==> src/rtl/fifo_wr_arb_pkg.sv <==
// -----------------------------------------------------------------------------
// fifo_wr_arb_pkg
// Shared definitions for the FIFO write-port arbiter:
//   - N_REQ / DATA_W : requester count and FIFO word width
//   - PTR_W          : width of the round-robin pointer / grant index
//   - state_e        : arbiter FSM state encoding (IDLE, BURST, DONE)
//   - onehot_idx()   : converts a one-hot grant into its requester index
// -----------------------------------------------------------------------------
package fifo_wr_arb_pkg;

  localparam int N_REQ  = 4;
  localparam int DATA_W = 32;
  localparam int PTR_W  = 2;

  typedef enum logic [1:0] {
    IDLE  = 2'd0,
    BURST = 2'd1,
    DONE  = 2'd2
  } state_e;

  // Index of the set bit in a one-hot vector; 0 for an all-zero vector.
  function automatic logic [PTR_W-1:0] onehot_idx(input logic [N_REQ-1:0] oh);
    logic [PTR_W-1:0] idx;
    idx = '0;
    for (int i = 0; i < N_REQ; i++) begin
      if (oh[i]) idx = PTR_W'(i);
    end
    return idx;
  endfunction

endpackage

==> src/rtl/fifo_wr_arb_rr_pick.sv <==
// -----------------------------------------------------------------------------
// rr_pick
// Combinational round-robin selector. Searches the request vector starting at
// the pointer position and moving upward modulo N_REQ; the first set bit wins.
//   req_i  in  N_REQ : request vector
//   ptr_i  in  PTR_W : index with highest priority
//   gnt_o  out N_REQ : one-hot winner (0 when nothing requests)
//   vld_o  out 1     : at least one request present
// -----------------------------------------------------------------------------
module rr_pick
  import fifo_wr_arb_pkg::*;
(
  input  logic [N_REQ-1:0] req_i,
  input  logic [PTR_W-1:0] ptr_i,
  output logic [N_REQ-1:0] gnt_o,
  output logic             vld_o
);

  // Walk from the lowest-priority offset to the highest so that the last
  // overwrite is the requester closest to the pointer. The 2-bit sum wraps
  // naturally, giving the modulo-4 search order.
  always_comb begin
    gnt_o = '0;
    vld_o = 1'b0;
    for (int k = N_REQ - 1; k >= 0; k--) begin
      if (req_i[ptr_i + PTR_W'(k)]) begin
        gnt_o                      = '0;
        gnt_o[ptr_i + PTR_W'(k)]   = 1'b1;
        vld_o                      = 1'b1;
      end
    end
  end

endmodule

==> src/rtl/fifo_wr_arb.sv <==
// -----------------------------------------------------------------------------
// fifo_wr_arb
// Round-robin write arbiter sharing one FIFO write port among four producers.
// A requester is granted for a burst of at most BURST_MAX words; the burst ends
// on req_last, on reaching BURST_MAX, or when the requester drops req while the
// FIFO is not full. Writes stall (grant held, no timeout) while fifo_full is set.
//
// Parameters: N_REQ (4), DATA_W (32), BURST_MAX (1..8, default 4)
// Ports:
//   clk, reset          : clock, synchronous active-high reset
//   req, req_last       : per-requester word valid / final-word marker
//   req_data            : requester i data on [DATA_W*i +: DATA_W]
//   gnt                 : registered one-hot grant
//   ack                 : word of the granted requester accepted this cycle
//   fifo_full           : FIFO full flag
//   fifo_wr_err         : FIFO write-error flag (only observed with stats)
//   fifo_wr_en/fifo_d_in: FIFO write strobe and data (data is 0 when idle)
//   busy                : FSM is not in IDLE
// Optional feature, enabled by defining FIFO_WR_ARB_STATS_EN:
//   acc_cnt (N_REQ x 16b) : saturating per-requester accepted-word counters
//   ovf_err               : sticky flag set by fifo_wr_err
// Both statistics clear only on reset.
// -----------------------------------------------------------------------------
module fifo_wr_arb #(
  parameter int N_REQ     = fifo_wr_arb_pkg::N_REQ,
  parameter int DATA_W    = fifo_wr_arb_pkg::DATA_W,
  parameter int BURST_MAX = 4
) (
  input  logic                    clk,
  input  logic                    reset,
  input  logic [N_REQ-1:0]        req,
  input  logic [N_REQ-1:0]        req_last,
  input  logic [N_REQ*DATA_W-1:0] req_data,
  output logic [N_REQ-1:0]        gnt,
  output logic [N_REQ-1:0]        ack,
  input  logic                    fifo_full,
  input  logic                    fifo_wr_err,
  output logic                    fifo_wr_en,
  output logic [DATA_W-1:0]       fifo_d_in,
  output logic                    busy
`ifdef FIFO_WR_ARB_STATS_EN
  ,
  output logic [N_REQ*16-1:0]     acc_cnt,
  output logic                    ovf_err
`endif
);

  import fifo_wr_arb_pkg::*;

  localparam logic [3:0] BURST_MAX_C = 4'(BURST_MAX);

  // Control state
  state_e           state_q;
  logic [N_REQ-1:0] gnt_q;
  logic [PTR_W-1:0] rr_ptr_q;
  logic [3:0]       burst_cnt_q;
  logic [3:0]       burst_cnt_d;

  // Arbitration and acceptance terms
  logic [N_REQ-1:0] pick_gnt;
  logic             pick_vld;
  logic [PTR_W-1:0] g_idx;
  logic             accept;
  logic             abandon;
  logic             burst_end;

  rr_pick u_rr_pick (
    .req_i (req),
    .ptr_i (rr_ptr_q),
    .gnt_o (pick_gnt),
    .vld_o (pick_vld)
  );

  assign g_idx = onehot_idx(gnt_q);

  // A drop of req[g] only counts as abandonment when the FIFO can take data;
  // while full the grant is simply held.
  assign accept      = (state_q == BURST) && req[g_idx] && !fifo_full;
  assign abandon     = (state_q == BURST) && !req[g_idx] && !fifo_full;
  assign burst_cnt_d = burst_cnt_q + 4'd1;
  assign burst_end   = accept && (req_last[g_idx] || (burst_cnt_d == BURST_MAX_C));

  // Acceptance outputs are combinational so the first word moves in the
  // same cycle the grant appears.
  assign fifo_wr_en = accept;
  assign ack        = accept ? gnt_q : '0;
  assign fifo_d_in  = accept ? req_data[g_idx*DATA_W +: DATA_W] : '0;
  assign gnt        = gnt_q;
  assign busy       = (state_q != IDLE);

  // ---- FSM: IDLE arbitrates, BURST moves words, DONE rotates priority ----
  always_ff @(posedge clk) begin
    if (reset) begin
      state_q     <= IDLE;
      gnt_q       <= '0;
      rr_ptr_q    <= '0;
      burst_cnt_q <= '0;
    end else begin
      case (state_q)
        IDLE: begin
          if (pick_vld) begin
            gnt_q       <= pick_gnt;
            burst_cnt_q <= '0;
            state_q     <= BURST;
          end
        end
        BURST: begin
          if (accept) burst_cnt_q <= burst_cnt_d;
          // req_last on the BURST_MAX-th word is a single end condition.
          if (burst_end || abandon) state_q <= DONE;
        end
        DONE: begin
          // The requester just served drops to lowest priority; 3 wraps to 0.
          gnt_q    <= '0;
          rr_ptr_q <= g_idx + PTR_W'(1);
          state_q  <= IDLE;
        end
        default: begin
          gnt_q   <= '0;
          state_q <= IDLE;
        end
      endcase
    end
  end

`ifdef FIFO_WR_ARB_STATS_EN
  function automatic logic [15:0] sat_inc16(input logic [15:0] v);
    return (v == 16'hFFFF) ? v : v + 16'd1;
  endfunction

  logic [N_REQ*16-1:0] acc_cnt_q;
  logic                ovf_err_q;

  // ---- Statistics: per-requester accepted words and sticky write error ----
  always_ff @(posedge clk) begin
    if (reset) begin
      acc_cnt_q <= '0;
      ovf_err_q <= 1'b0;
    end else begin
      for (int i = 0; i < N_REQ; i++) begin
        if (ack[i]) acc_cnt_q[16*i +: 16] <= sat_inc16(acc_cnt_q[16*i +: 16]);
      end
      if (fifo_wr_err) ovf_err_q <= 1'b1;
    end
  end

  assign acc_cnt = acc_cnt_q;
  assign ovf_err = ovf_err_q;
`else
  // The write-error flag is only meaningful to the statistics block.
  logic unused_fifo_wr_err;
  assign unused_fifo_wr_err = fifo_wr_err;
`endif

endmodule

==> config.mk <==
export PLATFORM = sky130hd
export DESIGN_NAME = fifo_wr_arb
export DESIGN_NICKNAME = d
export VERILOG_FILES = /design/src/rtl/fifo_wr_arb_pkg.sv /design/src/rtl/fifo_wr_arb_rr_pick.sv /design/src/rtl/fifo_wr_arb.sv
export SDC_FILE = /design/constraint.sdc
export NUM_CORES = 1
export LEC_CHECK = 0
export ABC_AREA = 1
export CORE_UTILIZATION = 34
export CTS_CLUSTER_SIZE = 16
export DETAILED_ROUTE_END_ITERATION = 6
export PLACE_DENSITY = 0.93
export RECOVER_POWER = 100
export SYNTH_ARGS = -nofsm -noshare
export SYNTH_HDL_FRONTEND = slang
export SYNTH_HIERARCHICAL = 1
export SYNTH_SLANG_ARGS = --single-unit
==> constraint.sdc <==
create_clock -name clk -period 2.4 [get_ports clk]
set_input_delay 0.72 -clock clk [delete_from_list [all_inputs] [get_ports clk]]
set_output_delay 0.72 -clock clk [all_outputs]
set_load 0.02 [all_outputs]
Word-level counts from Yosys, hierarchy flattened
Cells that the tools add are included.
- word-level logic and storage cells: 86
- register bits: 12
- add/sub/neg operators: 5
- equality and inequality tests: 6
- reduce and logical (&&, ||, !) cells: 19
- mux-type cells: 41
- shifts and indexed selects: 1
- bitwise operators: 1
- $lt $le $gt $ge: 9
- operator list (cell ; count):
    $shiftx A128 B8 Y32 ; 1
    $mux W32 ; 1
    $mux W4 ; 8
    $pmux W4 S2 ; 2
    $lt A2 B3 Y1 const B ; 5
    $mux W1 ; 15
    $bmux W1 S2 ; 6
    $logic_and A1 B1 Y1 ; 9
    $demux W1 S2 ; 4
    $ge A2 B1 Y1 const B ; 4
    $mux W2 ; 4
    $add A2 B1 Y2 const B ; 2
    $add A2 B2 Y2 const B ; 2
    $add A4 B1 Y4 const B ; 1
    $eq A4 B3 Y1 const B ; 1
    $ne A2 B2 Y1 const B ; 2
    $pmux W2 S2 ; 1
    $reduce_and A2 Y1 ; 2
    $reduce_bool A2 Y1 ; 2
    $reduce_and A3 Y1 ; 1
    $eq A2 B1 Y1 const B ; 1
    $eq A2 B2 Y1 const B ; 1
    $logic_not A1 Y1 ; 2
    $logic_not A2 Y1 ; 1
    other kinds (3) ; 4

Depth between registers and ports, before layout
Gate-level depths: netlist (run 1).
- word-level depth: 11
- depth in mapped cells: 12

By module
Netlist (run 1), hierarchy kept.
- modules (own cells, without submodules) (module ; instances ; area each (µm²) ; cells an instance):
    fifo_wr_arb ; 1 ; 1828.0 ; 372
    rr_pick ; 1 ; 480.5 ; 82

Worst setup path after synthesis (run 1)
Ideal clock, no wire load.
- path type: input to output
- start: input req[0]
- end: output fifo_d_in[26]
- required time: 1680 ps
- cell stages on the path: 7
- buffers on the path: 1
- setup slack: 67 ps
- arrival time: 1613 ps
- cells stage by stage: nor2_1 -> nor2_1 -> nand2_1 -> nand2_2 -> nand3_4 -> buf_2 -> a21oi_1
- longest elaborated chain between the ends: 5
- ends and longest elaborated chain (what ; RTL line ; source):
    start, declared ; fifo_wr_arb.sv:31 ; input logic [N_REQ-1:0] req,
    $bmux W1 S2 ; fifo_wr_arb.sv:78 ; assign accept = (state_q == BURST) && req[g_idx] && !fifo_full;
    $mux W1 (implied by the code) ; fifo_wr_arb.sv:78 ;
    $logic_and A1 B1 Y1 (2 in a row) ; fifo_wr_arb.sv:78 ;
    $mux W32 ; fifo_wr_arb.sv:87 ; assign fifo_d_in = accept ? req_data[g_idx*DATA_W +: DATA_W] : '0;
    end, declared ; fifo_wr_arb.sv:39 ; output logic [DATA_W-1:0] fifo_d_in,
No other way between the ends. The select of a mux whose other input is x is not followed.

Worst setup path after layout (run 1)
- start: input req[3]
- end: output fifo_d_in[16]
Same word-level chain as after synthesis.

==> out/qor.txt, run 1 <==
Vias -> 3794
Filler Cell Count -> 564
Final cell utilization of the core -> 0.713
CTS Sinks -> 12
CP startpoint -> req[3]
Failing checks -> design-rule violations, negative setup slack
VDD IR max -> 0.476 mV
Nets -> 812
Total power -> 2.57 mW
Hold_sp -> gnt[0]
FF-to-FF Start -> gnt[3]
Setup TNS -> -2250 ps
Initial DRC count -> 204
Max transition margin -> 0.788
Post-DP HPWL -> 8390 um
Critical path launch point type -> primary input
Distinct cells, synth -> 23
Cell mode on critical path -> buf_6
# DRC -> 15
Critical Path End Type -> primary output
Part of the power in registers -> 0.112
Max clock buf depth -> 2
H-Tree Depth -> 1
Largest net degree at the start of global routing -> 23
Warnings, synthesis -> 6
Number of global-route vias before repair -> 3705
Crit Path Category -> in -> out
Worst Setup Slack, final -> -141 ps
Post-Layout Cell Count -> 738
Placed insts -> 716
Register area share after synthesis -> 0.104
Worst Path Max Fanout -> 5
Row count -> 29
Routed wire length per instance -> 15.5 um
Critical Path AT -> 1820 ps
Syn_area_per_cell -> 5.08 um^2
Number of top-level pins -> 182
P_int -> 1.29 mW
Core Area -> 0.00646 mm^2
Initial core utilization -> 0.357
Power density over cell area -> 559 mW/mm^2
Die X -> 84.4 um
Ant diodes -> 0
Post-Syn Area -> 0.00231 mm^2
Status -> complete, but fails checks
GP Congestion -> 1.01
Final wirelength -> 11500 um
Post-layout min period -> 2540 ps
CP Data Required Time -> 1680 ps
CP max stage cell -> buf_16
Final slew viol count -> 0
WHS -> 479 ps
Global-route wire length before repair -> 17900 um
CTS clock-pin slew for the worst setup and hold paths -> 50 ps
Hold Vio Cnt, Final -> 0
Logic pwr share -> 0.800
Max Freq -> 0.394 GHz
Syn Nets -> 604
GRT overflow -> 0
Cells after synthesis -> 454
Clk Latency, worst-skew pair -> 240 ps
Synth-to-layout area growth -> 99.3%
Tightest Pin Transition -> 315 ps
Router iterations before antenna repair -> 7
Clk pwr share -> 0.088
Final Skew -> 1.38 ps
Crit path buffers/inverters -> 4
Die Y -> 84.4 um
CTS buffer count -> 3
FF+latch count, synth -> 12
Initial antenna violation count -> 0
Cell leakage power -> 2.17 nW
NetSw -> 1.28 mW
Count of final setup violators -> 38
RSZ-0062 raised after global routing -> true
CP max stage delay -> 170 ps
Max-cap viol count -> 0
Worst-path cell chain -> buf_6 -> nor2_2 -> nor2_1 -> nand2_1 -> nand2_2 -> nand3_4 -> buf_16 -> buf_12 -> a21oi_4 -> buf_6
CTS tree -> built
Hold buffers post-CTS -> 0
Period utilization -> 1.06
Switching fraction of total power -> 0.499
Pre-CTS WS -> -894 ps
Port-buffer cells -> 180
DP Area -> 0.00434 mm^2
Via density -> 5.14
Delay-heaviest family, CP -> buffers and inverters
Share of cells above drive strength 1 -> 0.219
Total GRT Usage -> 0.309
Antenna-violating nets left -> 0
Finished Cell Area -> 0.00460 mm^2
Min-delay worst type -> reg -> reg
Die area -> 0.00712 mm^2
Clk root buf -> clkbuf_8
power groups by stage:
stage | sequential (mW) | combinational (mW) | clock [mW]
6_report | 0.289 | 2.06 | 0.225
5_1_grt | 0.295 | 2.25 | 0.241
4_1_cts | 0.285 | 1.97 | 0.233
3_5_place_dp | 0.287 | 1.80 | 0
3_3_place_gp | 0.285 | 1.77 | 0
2_1_floorplan | 0.302 | 1.04 | 0
synth_stat cells:
master	number	share of area
a21boi_0	1	0.0033
a21oi_1	44	0.095
and2_4	1	0.0038
buf_2	7	0.015
buf_4	1	0.0033
buf_6	1	0.0049
clkbuf_1	15	0.024
dfxtp_1	12	0.10
ha_1	10	0.054
inv_1	28	0.046
inv_2	7	0.011
nand2_1	54	0.088
nand2_2	9	0.024
nand2_4	5	0.024
nand3_1	24	0.052
nand3_2	4	0.017
nand3_4	1	0.0076
nand3b_1	5	0.016
nand4_1	1	0.0027
nor2_1	155	0.25
nor2_2	1	0.0027
o21ai_0	64	0.14
o21ai_1	4	0.0087
kinds of logic (layout without fill, tap and decap cells):
| group | Yosys count | in the layout | share of synthesized area |
|---|---|---|---|
| AND/OR/NAND/NOR | 260 | 260 | 0.491 |
| AO/OA/AOI/OAI | 113 | 113 | 0.246 |
| buffers and inverters | 59 | 266 | 0.105 |
| flip-flops | 12 | 12 | 0.104 |
| adder cells (fa/ha/maj) | 10 | 10 | 0.0542 |
worst min-delay path, delay by kind of cell, from the launching register on:
kind	cells	cell delay, ps
AO/OA/AOI/OAI	1	60
AND/OR/NAND/NOR	1	60
flip-flops	1	310
placed cells by master (no fill, tap or decap), types with 12 or more instances in the layout:
cell	count
nand2_1	54
dlygate4sd2_1	22
o21ai_0	23
buf_6	12
nand3_1	24
nor2_1	150
a21oi_1	27
clkdlybuf4s50_1	110
buf_4	66
inv_1	26
o21ai_1	45
a21oi_2	14
path summary, 6_finish.rpt:
check | cells after the start | to | slack (ps)
max | 10 | fifo_d_in[16] | -140
min reg2reg | 2 | gnt[0] | 480
min | 2 | gnt[0] | 480
max reg2reg | 19 | state_q[0] | 0
repair_timing:
| item | CTS | global route |
|---|---|---|
| gates cloned | 1 | 0 |
| pin swaps | 58 | 13 |
| setup endpoints to repair | 37 | 40 |
| gates resized for setup | 284 | 32 |
| buffers inserted | 16 | 1 |
metal layers:
metal | routed length, um | part of all wire | global-route usage
met3 | 1000 | 0.087 | 0.0600
met1 | 4330 | 0.38 | 0.361
met2 | 5690 | 0.50 | 0.557
met4 | 435 | 0.038 | 0.120
met5 | 0 | 0 | 0
cell type report:
class,count,area (um^2),area share
tap,77,96.3,0.0209
sequential,12,243,0.0527
clock buffer,4,55.1,0.0120
multi-input combinational,383,1940,0.422
inverter,35,134,0.0291
timing repair buffer,227,2130,0.464
state kept, by name, indices dropped and copies added, names as in the netlist:
register and count:
burst_cnt_q 4, state_q 2, gnt 4, rr_ptr_q 2
Note: power is estimated with default switching activity, not from simulation.
==> inputs of run 2 (changes only) <==
--- a/config.mk
+++ b/config.mk
@@ -6,12 +6,12 @@
 export NUM_CORES = 1
 export LEC_CHECK = 0
 export ABC_AREA = 1
-export CORE_UTILIZATION = 34
+export CORE_UTILIZATION = 33
+export CTS_CLUSTER_DIAMETER = 200
 export CTS_CLUSTER_SIZE = 16
 export DETAILED_ROUTE_END_ITERATION = 6
 export PLACE_DENSITY = 0.93
 export RECOVER_POWER = 100
 export SYNTH_ARGS = -nofsm -noshare
 export SYNTH_HDL_FRONTEND = slang
-export SYNTH_HIERARCHICAL = 1
 export SYNTH_SLANG_ARGS = --single-unit
==> run 2 against run 1 <==
The run ends with negative setup slack left. First-iteration DRC count increased by 2.9%. Via count decreased by 0.74%. Cell count decreased by 3.3%. Largest cell class unchanged. Largest power group unchanged.
==> out/qor.txt, run 2 <==
Commonest cells in the netlist -> nor2_1, o21ai_0, nand2_1
Placed insts -> 698
Cell leakage power -> 2.12 nW
Syn_area_per_cell -> 4.93 um^2
Port-buffer cells -> 180
Crit Path Category -> in -> out
Worst Path Max Fanout -> 1
Post-layout min period -> 2590 ps
Hold Path End -> gnt[0]
Worst Setup Slack, final -> -190 ps
Largest net degree at the start of global routing -> 34
Vias -> 3766
Min-delay worst type -> reg -> reg
Max-cap viol count -> 0
Core Area -> 0.00635 mm^2
CP max stage cell -> clkdlybuf4s50_1
Share of cells above drive strength 1 -> 0.235
FF-to-FF End -> gnt[2]
FF+latch count, synth -> 12
WHS Path Cells -> 2
Die area -> 0.00692 mm^2
# DRC -> 0
CTS buffer count -> 3
CP max stage delay -> 470 ps
H-Tree Depth -> 1
Most common cell in the netlist -> nor2_1
Post-synth EDFFs -> 0
Post-DP HPWL -> 7860 um
Via density -> 5.27
Final wirelength -> 11800 um
Initial DRC count -> 210
Max clock buf depth -> 2
Power density over cell area -> 742 mW/mm^2
FF-to-FF Start -> rr_ptr_q[1]
Top-area cell type share of the netlist area -> 0.267
VDD IR max -> 0.563 mV
CTS tree -> built
Initial core utilization -> 0.343
Syn Nets -> 591
Routed wire length per instance -> 16.6 um
Ant diodes -> 0
Row count -> 29
Max Freq -> 0.386 GHz
CTS Sinks -> 12
CP Data Required Time -> 1680 ps
Setup TNS -> -2410 ps
Synth-to-layout area growth -> 120%
Die Y -> 83.2 um
Global-route wire length before repair -> 16900 um
Max transition margin -> 0.751
Total power -> 3.55 mW
Initial antenna violation count -> 0
RSZ-0062 raised after global routing -> true
Worst R2R Setup Slack -> 520 ps
Finished Cell Area -> 0.00479 mm^2
Most common cell after layout, fill and taps aside -> nor2_1
Most frequent cells in the layout -> nor2_1, clkdlybuf4s50_1, nand2_1, buf_4, o21ai_1
GRT overflow -> 0
Primary FF master, synth -> dfxtp_1
Cells after synthesis -> 441
DP Area -> 0.00417 mm^2
Antenna-violating nets left -> 0
Worst-path cell chain -> clkdlybuf4s50_1 -> nor2_1 -> nor2_1 -> o21ai_0 -> a21oi_2 -> buf_4
Failing checks -> negative setup slack
Register area share after synthesis -> 0.110
Die X -> 83.2 um
Clk root buf -> clkbuf_8
Cell mode on critical path -> nor2_1
Hold_sp -> gnt[0]
Leading area contributor after synthesis -> nor2_1
Nets -> 788
Number of top-level pins -> 182
Total GRT Usage -> 0.295
Area contributors post-synth -> nor2_1, o21ai_0, dfxtp_1
Router iterations before antenna repair -> 5
GP Congestion -> 0.943
Clk Latency, worst-skew pair -> 240 ps
Number of global-route vias before repair -> 3534
Hold Vio Cnt, Final -> 0
Post-Syn Area -> 0.00218 mm^2
Final Skew -> 2.27 ps
Status -> complete, but fails checks
Critical Path End Type -> primary output
Tightest Pin Transition -> 369 ps
Final slew viol count -> 0
Ys async rst share -> 0
Critical Path AT -> 1870 ps
Count of final setup violators -> 36
Warnings, synthesis -> 0
Hold buffers post-CTS -> 0
Post-Layout Cell Count -> 714
Period utilization -> 1.08
R2R depth -> 11
Distinct cells, synth -> 23
Critical path launch point type -> primary input
CTS clock-pin slew for the worst setup and hold paths -> 60 ps
-- run 2: cell count changes in the layout (fill, tap and decap cells not counted), moves of 5 or more --
| cell | delta |
|---|---|
| a21oi_1 | -19 |
| a21oi_4 | +15 |
| buf_4 | -25 |
| buf_6 | +15 |
| clkdlybuf4s50_1 | +21 |
| dlygate4sd2_1 | -21 |
| nand2_1 | +6 |
| nand2_4 | -5 |
| o21ai_1 | -7 |
| o21ai_2 | +13 |
-- run 2: cell families (layout without fill, tap and decap cells) --
family                     count (synthesis)  after routing  synth area share
and+or+nand+nor                          246            246             0.451
xor gates and xnor gates                   2              2           0.00805
AOI/OAI and AO/OA                        116            116             0.270
adders and majority gates                 10             10            0.0575
DFF                                       12             12             0.110
buffers and inverters                     55            251             0.103
-- run 2: worst max path at each step --
stage                         end         start
floorplan           fifo_d_in[26]        req[0]
CTS                 fifo_d_in[24]        req[0]
detailed placement  fifo_d_in[24]        req[0]
global placement    fifo_d_in[24]        req[0]
global route        fifo_d_in[15]  req_data[15]
finish              fifo_d_in[10]  req_data[10]
-- run 2: through the flow --
step           hold slack, ps  worst slack [ps]  utilization
2_1_floorplan             468              82.0            -
3_3_place_gp              468              -931        0.657
3_5_place_dp              488              -923        0.657
4_1_cts                   498             -69.7        0.698
5_1_grt                   533              -207        0.754
6_report                  497              -190        0.754
-- run 2: layout make-up --
class	count	area (um^2)
Multi-Input combinational cell	374	2060
Tap cell	77	96.3
Sequential cell	12	249
Fill cell	438	1560
Timing Repair Buffer	216	2200
Clock buffer	4	55.1
Inverter	31	119
-- run 2: power by group --
| part | leakage, nW | switching [mW] | internal (mW) |
|---|---|---|---|
| logic | 1.99 | 1.81 | 1.20 |
| registers | 0.100 | 0.0599 | 0.257 |
| clock network | 0.0288 | 0.0775 | 0.145 |
| total | 2.12 | 1.95 | 1.60 |
-- run 2: worst max-delay path: cells and delay by family --
kind | cells | cell delay (ps)
simple gates | 2 | 190
buf+inv | 2 | 620
compound gates | 2 | 330
-- run 2: layer usage --
layer	part of all wire	vias up	global-route usage
met5	0	-	0
met1	0.39	1720	0.348
met3	0.064	42	0.0467
li1	-	1811	-
met4	0.044	0	0.132
met2	0.51	193	0.523
-- run 2: what timing repair did --
action | CTS | global route
cloned | 3 | 1
hold endpoints to repair | 0 | 0
setup endpoints to repair | 37 | 37
gates resized for setup | 263 | 112
setup buffers | 5 | 3
pin swaps | 10 | 24
==> edit: new RTL, flow settings as in run 1 <==
Set the package constant `PTR_W` to 3 (it was 2).
--- a/src/rtl/fifo_wr_arb_pkg.sv
+++ b/src/rtl/fifo_wr_arb_pkg.sv
@@ -11,5 +11,5 @@
   localparam int N_REQ  = 4;
   localparam int DATA_W = 32;
-  localparam int PTR_W  = 2;
+  localparam int PTR_W  = 3;
 
   typedef enum logic [1:0] {
Check against the original RTL: not equivalent (Yosys sat finds a counterexample within 10 cycles, from zero or initial values and one cycle with reset high).
==> edit against run 1 <==
The flow finishes with violations (negative setup slack). Highest routed layer unchanged. Routed wire length is 31% higher. Critical path depth is 4 lower. Worst setup slack worse by 120 ps. Critical endpoint is now fifo_d_in[14]. Sequential cell count is 1 higher. Synthesized area is 5.0% higher. Maximum frequency is 4.4% lower. Clock skew is 1.5 ps higher. Total power is 69% higher. Die area is 4.9% higher. Cell area is 14% higher.
==> edit: results (changes against run 1) <==
[sta]
worstMarginPinSlew_ps=634  ; +319 ps
finalClockSkew_ps=2.84  ; +1.46 ps
finalSetupViolCount=34  ; -11%
fin_ws_ps=-258  ; -118 ps

[yosys]
synth_common_cells=nor2_1 (168), o21ai_0 (68), nand2_1 (59), a21oi_1 (36), inv_1 (26)
synth.top_cells.by_area=nor2_1 (26%), o21ai_0 (14%), dfxtp_1 (11%)
ys_types=26  ; +13%
synth_fp_nets=622  ; +3.0%
seq_area_frac_synth=0.107  ; +0.00332

[clock_network]
clockBufferDepth=2  ; unchanged
clk_latency_ps=240  ; about the same

[grt]
grt_use_total=0.324  ; +0.0150
grt_pass1_vias=4086  ; +10%
grt_first_pass_wirelength_um=19000  ; +6.2%
grt_start_max_net_pins=35  ; +52%

[worst_setup_path]
reg2reg_to=state_q[1]
endpoint=fifo_d_in[14]
ff2ff_path_depth=17  ; -2
cp-startpoint=req_data[14]
cp_data_arrival_time_ps=1940  ; +120 ps
max_stage_delay_ps=460  ; +290 ps
path_max_fanout=1  ; -4
critPathSlowestCell=clkdlybuf4s50_1

[power_and_ir_drop]
p_leak_nw=2.43  ; +12%
vdd_drop_max_uv=344  ; -28%

[layout]
drive_above_1_share=0.289  ; +0.0697
fillers=478  ; -15%
nNetsFinal=845  ; +4.1%

[route]
drt_iter0_drc=339  ; +66%
dr.pass1.iters=6  ; -1
vias=4363  ; +15%

[placed_design]
place_ws_ps=-916  ; -22.0 ps
gp_congestion=0.876  ; -13%
placed_area_sq_um=4570  ; +5.4%
dp_hpwl_um=8860  ; +5.7%
portBuffers=180  ; unchanged

[run_status]
status=finished with violations
violations=negative setup slack

## edit: worst min-delay path by stage
stage                     start     endpoint  slack, ps  cells past startpoint
floorplan           rr_ptr_q[2]  rr_ptr_q[2]        530                      2
global placement    rr_ptr_q[1]  rr_ptr_q[1]        520                      2
detailed placement       gnt[0]       gnt[0]        520                      2
CTS                      gnt[0]       gnt[0]        540                      2
global route             gnt[0]       gnt[0]        550                      2
finish              rr_ptr_q[1]  rr_ptr_q[1]        550                      2
## edit: logic make-up after synthesis
group,count (synthesis),share of synthesized area
flops,13,0.107
buf+inv,61,0.112
compound gates,113,0.246
simple gates,271,0.473
fa+ha+maj,12,0.0619
## edit: power breakdown
group | switching, W | internal [W] | total, W | leakage, nW
Sequential | 0.0000908 | 0.000291 | 0.000382 | 0.108
Combinational | 0.00220 | 0.00158 | 0.00378 | 2.30
Clock | 0.0000797 | 0.000117 | 0.000197 | 0.0228
## edit: cell type report
type | instances | area (sq um) | share of cell area
Antenna cell | 1 | 2.50 | 0.000476
Tap cell | 96 | 120 | 0.0228
Sequential cell | 13 | 264 | 0.0502
Timing Repair Buffer | 244 | 2440 | 0.465
Multi-Input combinational cell | 396 | 2250 | 0.427
Clock buffer | 4 | 45.0 | 0.00857
Inverter | 35 | 136 | 0.0259
## edit: routing by layer
| metal | part of all wire | GRT usage | vias up | routed length, um |
|---|---|---|---|---|
| met3 | 0.11 | 0.0943 | 122 | 1620 |
| met2 | 0.47 | 0.581 | 328 | 7060 |
| met1 | 0.35 | 0.330 | 1963 | 5280 |
| met4 | 0.069 | 0.206 | 0 | 1040 |
| li1 | - | - | 1950 | - |
| met5 | 0 | 0 | - | 0 |
## edit: through the flow
stage,instances,setup TNS [ps]
floorplan,470,0
global placement,759,-30740
detailed placement,759,-31970
CTS,793,-2650
global route,788,-5250
finish,789,-3840
## edit: worst max-delay path, delay by kind of cell
family / cells / cell delay (ps)
buffers and inverters: 2 / 590
AND/OR/NAND/NOR: 2 / 210
AO/OA/AOI/OAI: 2 / 410
## edit: timing repair
item	CTS	global route
gates cloned	3	0
gates resized for setup	283	111
pin swaps	32	40
setup buffers	28	2
setup endpoints to repair	37	39
